===== src/rtl/rv_arb_pkg.sv =====
// rv_arb_pkg: arbiter state type and the round-robin search shared by rv_arb_mux.
package rv_arb_pkg;
  localparam int MAX_CH = 16;
  localparam int MAX_CH_W = 4;
  typedef enum logic {IDLE, LOCKED} arb_state_e;
  // {found, index} of the first set bit in valid after ptr, wrapping at num_ch
  function automatic logic [MAX_CH_W:0] rr_next(input logic [MAX_CH-1:0] valid, input logic [MAX_CH_W-1:0] ptr, input int num_ch);
    logic [MAX_CH_W:0] res;
    logic [MAX_CH_W-1:0] c;
    res = '0;
    for (int i = MAX_CH; i >= 1; i--) begin
      if (i <= num_ch) begin
        c = MAX_CH_W'((int'(ptr) + i) % num_ch);
        if (valid[c]) res = {1'b1, c};
      end
    end
    return res;
  endfunction
endpackage


===== src/rtl/rv_arb_mux_if.sv =====
// rv_arb_mux_if: multi-sender input side and single receiver output side of rv_arb_mux.
interface rv_arb_mux_if #(
  parameter int DATA_WIDTH = 8,
  parameter int NUM_CH = 4
);
  localparam int CH_W = $clog2(NUM_CH);
  logic [NUM_CH-1:0] in_valid;
  logic [NUM_CH-1:0][DATA_WIDTH-1:0] in_data;
  logic [NUM_CH-1:0] in_last;
  logic [NUM_CH-1:0] in_ready;
  logic out_valid;
  logic [DATA_WIDTH-1:0] out_data;
  logic out_last;
  logic [CH_W-1:0] out_ch;
  logic out_ready;
  modport master (output in_valid, in_data, in_last, out_ready, input in_ready, out_valid, out_data, out_last, out_ch);
  modport slave (input in_valid, in_data, in_last, out_ready, output in_ready, out_valid, out_data, out_last, out_ch);
endinterface


===== src/rtl/rv_skid_buffer.sv =====
// rv_skid_buffer: two-entry ready/valid buffer; in_ready comes from a flop so out_ready never
// reaches the upstream side combinationally.
module rv_skid_buffer #(
  parameter int W = 8
) (
  input  logic         clk,
  input  logic         reset_n,
  input  logic         in_valid,
  input  logic [W-1:0] in_data,
  output logic         in_ready,
  output logic         out_valid,
  output logic [W-1:0] out_data,
  input  logic         out_ready
);
  logic main_v_q, main_v_d, skid_v_q, skid_v_d;
  logic [W-1:0] main_q, main_d, skid_q, skid_d;
  logic take, main_free;
  always_comb begin
    take = in_valid && !skid_v_q;
    main_free = !main_v_q || out_ready;
    main_v_d = main_free ? (skid_v_q || take) : main_v_q;
    main_d = !main_free ? main_q : skid_v_q ? skid_q : take ? in_data : main_q;
    skid_v_d = !main_free && (skid_v_q || take);
    skid_d = (take && !main_free) ? in_data : skid_q;
  end
  always_ff @(posedge clk or negedge reset_n)
    if (!reset_n) begin
      main_v_q <= 1'b0;
      skid_v_q <= 1'b0;
      main_q <= '0;
      skid_q <= '0;
    end else begin
      main_v_q <= main_v_d;
      skid_v_q <= skid_v_d;
      main_q <= main_d;
      skid_q <= skid_d;
    end
  assign in_ready = reset_n && !skid_v_q;
  assign out_valid = main_v_q;
  assign out_data = main_q;
endmodule


===== src/rtl/rv_arb_mux.sv =====
// rv_arb_mux: round-robin NUM_CH-to-1 ready/valid arbiter-multiplexer with optional
// whole-packet grant lock and a skid-buffered registered output.
module rv_arb_mux
  import rv_arb_pkg::*;
#(
  parameter int DATA_WIDTH = 8,
  parameter int NUM_CH = 4,
  parameter int LOCK_ON_LAST = 1
) (
  input logic clk,
  input logic reset_n,
  rv_arb_mux_if.slave bus
);
  localparam int CH_W = $clog2(NUM_CH);
  typedef struct packed {
    logic [DATA_WIDTH-1:0] data;
    logic last;
    logic [CH_W-1:0] ch;
  } beat_t;
  arb_state_e state_q, state_d;
  logic [CH_W-1:0] rr_ptr_q, rr_ptr_d, lock_ch_q, lock_ch_d, grant;
  logic grant_valid, skid_ready, accept;
  logic [MAX_CH-1:0] valid_ext;
  logic [MAX_CH_W:0] rr;
  logic rr_unused;
  beat_t in_beat, out_beat;
  always_comb begin
    valid_ext = '0;
    valid_ext[NUM_CH-1:0] = bus.in_valid;
    rr = rr_next(valid_ext, MAX_CH_W'(rr_ptr_q), NUM_CH);
    grant = state_q == LOCKED ? lock_ch_q : rr[CH_W-1:0];
    grant_valid = state_q == LOCKED ? bus.in_valid[lock_ch_q] : rr[MAX_CH_W];
    accept = grant_valid && skid_ready;
    bus.in_ready = '0;
    bus.in_ready[grant] = accept;
    in_beat = '{data: bus.in_data[grant], last: bus.in_last[grant], ch: grant};
    rr_ptr_d = accept ? grant : rr_ptr_q;
    lock_ch_d = accept ? grant : lock_ch_q;
    state_d = !accept ? state_q : (LOCK_ON_LAST != 0 && !bus.in_last[grant]) ? LOCKED : IDLE;
  end
  assign rr_unused = ^rr;
  // rr_ptr starts at the last channel so channel 0 is searched first
  always_ff @(posedge clk or negedge reset_n)
    if (!reset_n) begin
      state_q <= IDLE;
      rr_ptr_q <= CH_W'(NUM_CH - 1);
      lock_ch_q <= '0;
    end else begin
      state_q <= state_d;
      rr_ptr_q <= rr_ptr_d;
      lock_ch_q <= lock_ch_d;
    end
  rv_skid_buffer #(.W($bits(beat_t))) u_skid (
    .clk(clk),
    .reset_n(reset_n),
    .in_valid(grant_valid),
    .in_data(in_beat),
    .in_ready(skid_ready),
    .out_valid(bus.out_valid),
    .out_data(out_beat),
    .out_ready(bus.out_ready)
  );
  assign bus.out_data = out_beat.data;
  assign bus.out_last = out_beat.last;
  assign bus.out_ch = out_beat.ch;
endmodule


===== src/flat_wrapper.sv =====
// flat-port wrapper written by rule: the top's interface ports become plain ports
module rv_arb_mux_flat import rv_arb_pkg::*;
#(
  parameter int DATA_WIDTH = 8,
  parameter int NUM_CH = 4,
  parameter int LOCK_ON_LAST = 1
)
  (clk, reset_n, bus_in_valid, bus_in_data, bus_in_last, bus_out_ready, bus_in_ready, bus_out_valid, bus_out_data, bus_out_last, bus_out_ch);
  rv_arb_mux_if #(.DATA_WIDTH(DATA_WIDTH), .NUM_CH(NUM_CH)) bus_i ();
  input logic clk;
  input logic reset_n;
  input wire logic [$bits(bus_i.in_valid)-1:0] bus_in_valid;
  input wire logic [$bits(bus_i.in_data)-1:0] bus_in_data;
  input wire logic [$bits(bus_i.in_last)-1:0] bus_in_last;
  input wire logic [$bits(bus_i.out_ready)-1:0] bus_out_ready;
  output wire logic [$bits(bus_i.in_ready)-1:0] bus_in_ready;
  output wire logic [$bits(bus_i.out_valid)-1:0] bus_out_valid;
  output wire logic [$bits(bus_i.out_data)-1:0] bus_out_data;
  output wire logic [$bits(bus_i.out_last)-1:0] bus_out_last;
  output wire logic [$bits(bus_i.out_ch)-1:0] bus_out_ch;
  assign bus_i.in_valid = bus_in_valid;
  assign bus_i.in_data = bus_in_data;
  assign bus_i.in_last = bus_in_last;
  assign bus_i.out_ready = bus_out_ready;
  assign bus_in_ready = bus_i.in_ready;
  assign bus_out_valid = bus_i.out_valid;
  assign bus_out_data = bus_i.out_data;
  assign bus_out_last = bus_i.out_last;
  assign bus_out_ch = bus_i.out_ch;
  rv_arb_mux #(.DATA_WIDTH(DATA_WIDTH), .NUM_CH(NUM_CH), .LOCK_ON_LAST(LOCK_ON_LAST)) u_core (.clk(clk), .reset_n(reset_n), .bus(bus_i));
endmodule

===== config.mk =====
export PLATFORM = sky130hd
export DESIGN_NAME = rv_arb_mux_flat
export DESIGN_NICKNAME = d
export VERILOG_FILES = /design/src/rtl/rv_arb_pkg.sv /design/src/rtl/rv_arb_mux_if.sv /design/src/rtl/rv_skid_buffer.sv /design/src/rtl/rv_arb_mux.sv /design/src/flat_wrapper.sv
export SDC_FILE = /design/constraint.sdc
export NUM_CORES = 1
export LEC_CHECK = 0
export BUFFER_PORTS_ARGS = -buffer_cell sky130_fd_sc_hd__buf_2
export CORE_MARGIN = 1
export CORE_UTILIZATION = 45
export DETAILED_ROUTE_END_ITERATION = 16
export HOLD_SLACK_MARGIN = 0.06
export PLACE_DENSITY = 0.77
export SYNTH_ARGS = -nofsm -noshare
export SYNTH_HDL_FRONTEND = slang
export SYNTH_SLANG_ARGS = --single-unit

===== constraint.sdc =====
create_clock -name clk -period 3.1 [get_ports clk]
set_clock_uncertainty 0.05 [all_clocks]
set_input_delay 0.93 -clock clk [delete_from_list [all_inputs] [get_ports clk]]
set_output_delay 0.93 -clock clk [all_outputs]
set_load 0.03 [all_outputs]

# Yosys cells after proc, flatten, opt, wreduce, memory -nomap -nowiden
# Index checks and enable logic that the tools add are counted.
# Widths: inputs -> output; s select.
# totals
ramBits,0
ff_bits,29
memories,0
out_inout_bits,16
romBits,0
latchBits,0
wordCells,65
# classes
n_div,0
n_addsub,4
magnitude_cmp,7
shifts,0
n_mul,0
n_reduce_logical,17
n_eq_ne,0
n_bitwise,5
mux,25
# ops
op,count
$mux 11,2
$lt 4x5->1 const B,4
$mux 5,4
$bmux 8 s2,1
$bmux 1 s3,4
$mux 1,9
$mux 8,1
$reduce_or 2->1,4
$logic_and 1x1->1,6
$lt 2x3->1 const B,2
$add 2x1->2 const B,2
$add 2x2->2 const B,2
$and 1x1->1 const A,4
$and 4x4->4,1
$bmux 1 s2,2
$logic_not 1->1,3
$demux 1 s2,1
$ge 2x1->1 const B,1
$logic_or 1x1->1,2
$mux 2,1
$reduce_and 2->1,1
$reduce_bool 2->1,1

# Depth between registers and ports, before layout
# depth
word_depth,15
depth_mapped,8

# Modules after synthesis
# Synthesis repeated with hierarchy kept, for this count alone.
# unflattened
cells_unflattened,151
area_unflattened_um2,1850.5
# modules_own_cells
mod,cells_per_inst,n_inst,area_per_inst_um2
rv_skid_buffer,67,1,1136.1
rv_arb_mux,84,1,714.4

# Worst setup path before layout
# OpenSTA, ideal clock, no wires.
# synth_path
kind,input to output
from,input port bus_in_valid[1]
to,output port bus_in_ready[0]
t_arrival_ns,2.436
setup_slack_ns,-0.316
stages,5
required_ns,2.120
cell_sequence,a21boi_0 o221a_2 a221oi_2 buf_4 nor2b_1
# synth_between
elab_chain_len,12
word_cells_on_any_way,23
# synth_rtl
item,line_no,text
from (decl),flat_wrapper.sv:12,input wire logic [$bits(bus_i.in_valid)-1:0] bus_in_valid;
$bmux 1 s3,rv_arb_pkg.sv:14,"if (valid[c]) res = {1'b1, c};"
$mux 1 (not written as such),rv_arb_pkg.sv:14,
$mux 5 (4 in a row),rv_arb_pkg.sv:14,
$mux 2,rv_arb_mux.sv:31,grant = state_q == LOCKED ? lock_ch_q : rr[CH_W-1:0];
$lt 2x3->1 (not written as such) / $ge 2x1->1 (equally long branches),rv_arb_mux.sv:35,bus.in_ready[grant] = accept;
$logic_and 1x1->1 (not written as such),rv_arb_mux.sv:35,
$mux 1 (not written as such),rv_arb_mux.sv:35,
$demux 1 s2,--,
$and 4x4->4 (no source line) *,--,
to (decl),flat_wrapper.sv:16,output wire logic [$bits(bus_i.in_ready)-1:0] bus_in_ready;
# Every way passes the cells marked *; elsewhere a longest branch is shown, timed or not. The select of a mux whose other input is x is not followed.

# Worst setup path after layout
# layout_path
from,input port bus_in_valid[3]
to,output port bus_in_ready[2]
# The elaborated chain is that of the path after synthesis.

==> flow_summary.ini <==
[outcome]
status = complete, but fails checks
violations = negative setup slack

[die]
core.rowCount = 22
die_w_um = 65.1
die_h_um = 65.1
core_area_mm2 = 0.00374
initial_core_util_pct = 47.8
die_area_mm2 = 0.00423
io_pins = 59

[clock_network]
htreeDepth = 2
root_buffer = clkbuf_8
cts.sinks = 29
cts.clk_slew.worst_paths_ns = 0.06
cts_hold_buf = 0
cts_tree = built
numCtsBuffers = 5
clk_path_buf_depth = 2
clk_latency_ns = 0.28

[synth]
yosysMostFrequentCell = dfrtp_1
yosysWarnings = 0
syn_inst = 156
synth-edff-count = 0
ys_top_cells_by_area = dfrtp_1 38%, mux2_2 15%, mux2_4 13%
synth_seq_area_share_pct = 40.7
async_flop_share_pct = 100
syn_nets = 199
synth_top_area_share_pct = 37.7
synthTopCellsByCount = 27 x dfrtp_1, 24 x mux2_2, 18 x nor2_1, 15 x mux2_4, 10 x a21oi_1
synth_flop_cell = dfrtp_1
yosysTopAreaCell = dfrtp_1
synth_area_mm2 = 0.00179
syn_area_per_cell_um2 = 11.5
ys_seq_elements = 29
synth.distinct_cells = 34

[route]
detail-route-antenna-nets = 0
route.detailed.wl_per_inst_um = 14.5
totalWireLength_um = 4020
avgViaCountPerCell = 5.40
firstDrtPassIters = 5
drc = 0
drt-initial-drc-count = 110
via_count = 1497

[worst_setup_path]
cp_slowest_cell = or4_4
arrival_ns = 2.30
max_stage_delay_ns = 0.53
critPathKind = in2out
worstPathRequired_ns = 2.12
path_buf_inv = 2
crit_path_max_fanout = 4
path_cells = buf_6 > or4_4 > mux2i_4 > nor2_2 > and2_4 > and3_4 > buf_6
crit_path_end_kind = output port
crit_family = simple AND/OR/NAND/NOR gates
crit_top_cell = buf_6
worstSetupStartpointType = primary input

[timing]
layout_setup_ws_ns = -0.176
finalSetupViolations = 4
worstMarginPinSlew_ns = 0.736
drv_slew = 0
finalHoldViolCount = 0
min_period_over_period_pct = 106
setup-tns-final_ns = -0.526
rsz0062_at_grt = true
relSlewSlack_pct = 50.7
period_minus_slack_ns = 3.28
clock.fmax_mhz = 305

[power]
p_leak_uw = 0.00112
power_density_mw_per_mm2 = 1060
peakVddDrop_mv = 0.643

[placed_design]
finalWeightedCongestion = 0.743
port_buffers = 58
placed_cell_area_mm2 = 0.00222
dp_hpwl_um = 2850
place_ws_ns = -0.330

[global_route]
grt_max_degree = 31
grt_pass1_vias = 1460
grt_pass1_wl_um = 6650
antenna_found_initial = 0
grtUsageTotal_pct = 21.1
grt_overflow = 0

[worst_hold_path]
hold_path_class = reg2reg

[layout]
post_route_cells_drive_above_1_share_pct = 59.8
final_area_mm2 = 0.00240
fin_nets = 271
nFillCells = 316
syn_to_final_growth_pct = 34.0
final_core_util_pct = 64.1
diodes = 0

[flow_run]
maxCapViolCount = 0
sequential cells by signal, summed over array words and instances, names as in the netlist:
register,cells
u_core.u_skid.out_data,11
u_core.u_skid.skid_q,11
u_core.lock_ch_q,2
u_core.rr_ptr_q,2
u_core.state_q,1
u_core.u_skid.out_valid,1
u_core.u_skid.skid_v_q,1
stage by stage:
stage	power [µW]	cells	hold slack [ns]
after detailed placement	2160	267	0.442
after CTS	2500	275	0.459
after floorplan	1840	156	0.400
after global placement	2120	267	0.412
after global routing	2720	277	0.475
final	2540	277	0.453
logic make-up after synthesis:
family / Yosys count / synth area share (%)
muxes: 41 / 29.5
AOI/OAI and AO/OA: 34 / 15.0
buffers and inverters: 9 / 3.07
and+or+nand+nor: 43 / 11.8
DFF: 29 / 40.7
area by class of cell:
| class | instances | area [µm²] | share of cell area [%] |
|---|---|---|---|
| Multi-Input combinational cell | 118 | 1070 | 44.8 |
| Clock inverter | 2 | 10.0 | 0.417 |
| Clock buffer | 6 | 72.6 | 3.03 |
| Timing Repair Buffer | 74 | 454 | 18.9 |
| Tap cell | 48 | 60.1 | 2.50 |
| Sequential cell | 29 | 728 | 30.4 |
cell usage in the layout, fill, tap and decap left out, drive strengths merged, types with 2 or more instances in the layout:
master,count
nand2b,3
nand3b,2
clkinv,2
a21oi,10
mux2,39
nor2b,5
dfstp,2
a222oi,8
a22oi,2
nand2,9
nor2,18
dfrtp,27
o211ai,2
clkbuf,6
or3b,2
a21o,2
buf,74
o21a,2
o21ai,2
worst paths after layout:
kind	depth (start not counted)	slack, ns	to	start
hold reg to reg	1	0.45	u_core.u_skid.out_data[1]$_DFFE_PN0P_	u_core.u_skid.out_data[1]$_DFFE_PN0P_
hold / removal	1	0.45	u_core.u_skid.out_data[1]$_DFFE_PN0P_	u_core.u_skid.out_data[1]$_DFFE_PN0P_
min in group asynchronous	2	0.65	u_core.u_skid.out_data[2]$_DFFE_PN0P_	reset_n
max in group asynchronous	2	2.03	u_core.rr_ptr_q[0]$_DFFE_PN1P_	reset_n
setup / recovery	7	-0.18	bus_in_ready[2]	bus_in_valid[3]
setup reg to reg	7	0.41	u_core.u_skid.out_data[6]$_DFFE_PN0P_	u_core.rr_ptr_q[1]$_DFFE_PN1P_
report_power, final:
group	internal [µW]	switching [µW]
combinational	775	743
clock	155	143
sequential	576	147
metal layers:
metal | track usage [%] | up-vias | part of all wire (%)
met5 | 0 | - | 0
met1 | 25.8 | 716 | 42
met4 | 7.34 | 0 | 1.4
met2 | 35.3 | 50 | 51
li1 | - | 726 | -
met3 | 5.99 | 5 | 5.7
what timing repair did:
action / CTS / global route
pin swaps: 5 / 3
setup endpoints to repair: 4 / 13
setup buffers: 0 / 2
gates resized for setup: 16 / 5
Power figures use the tool's default switching activity.
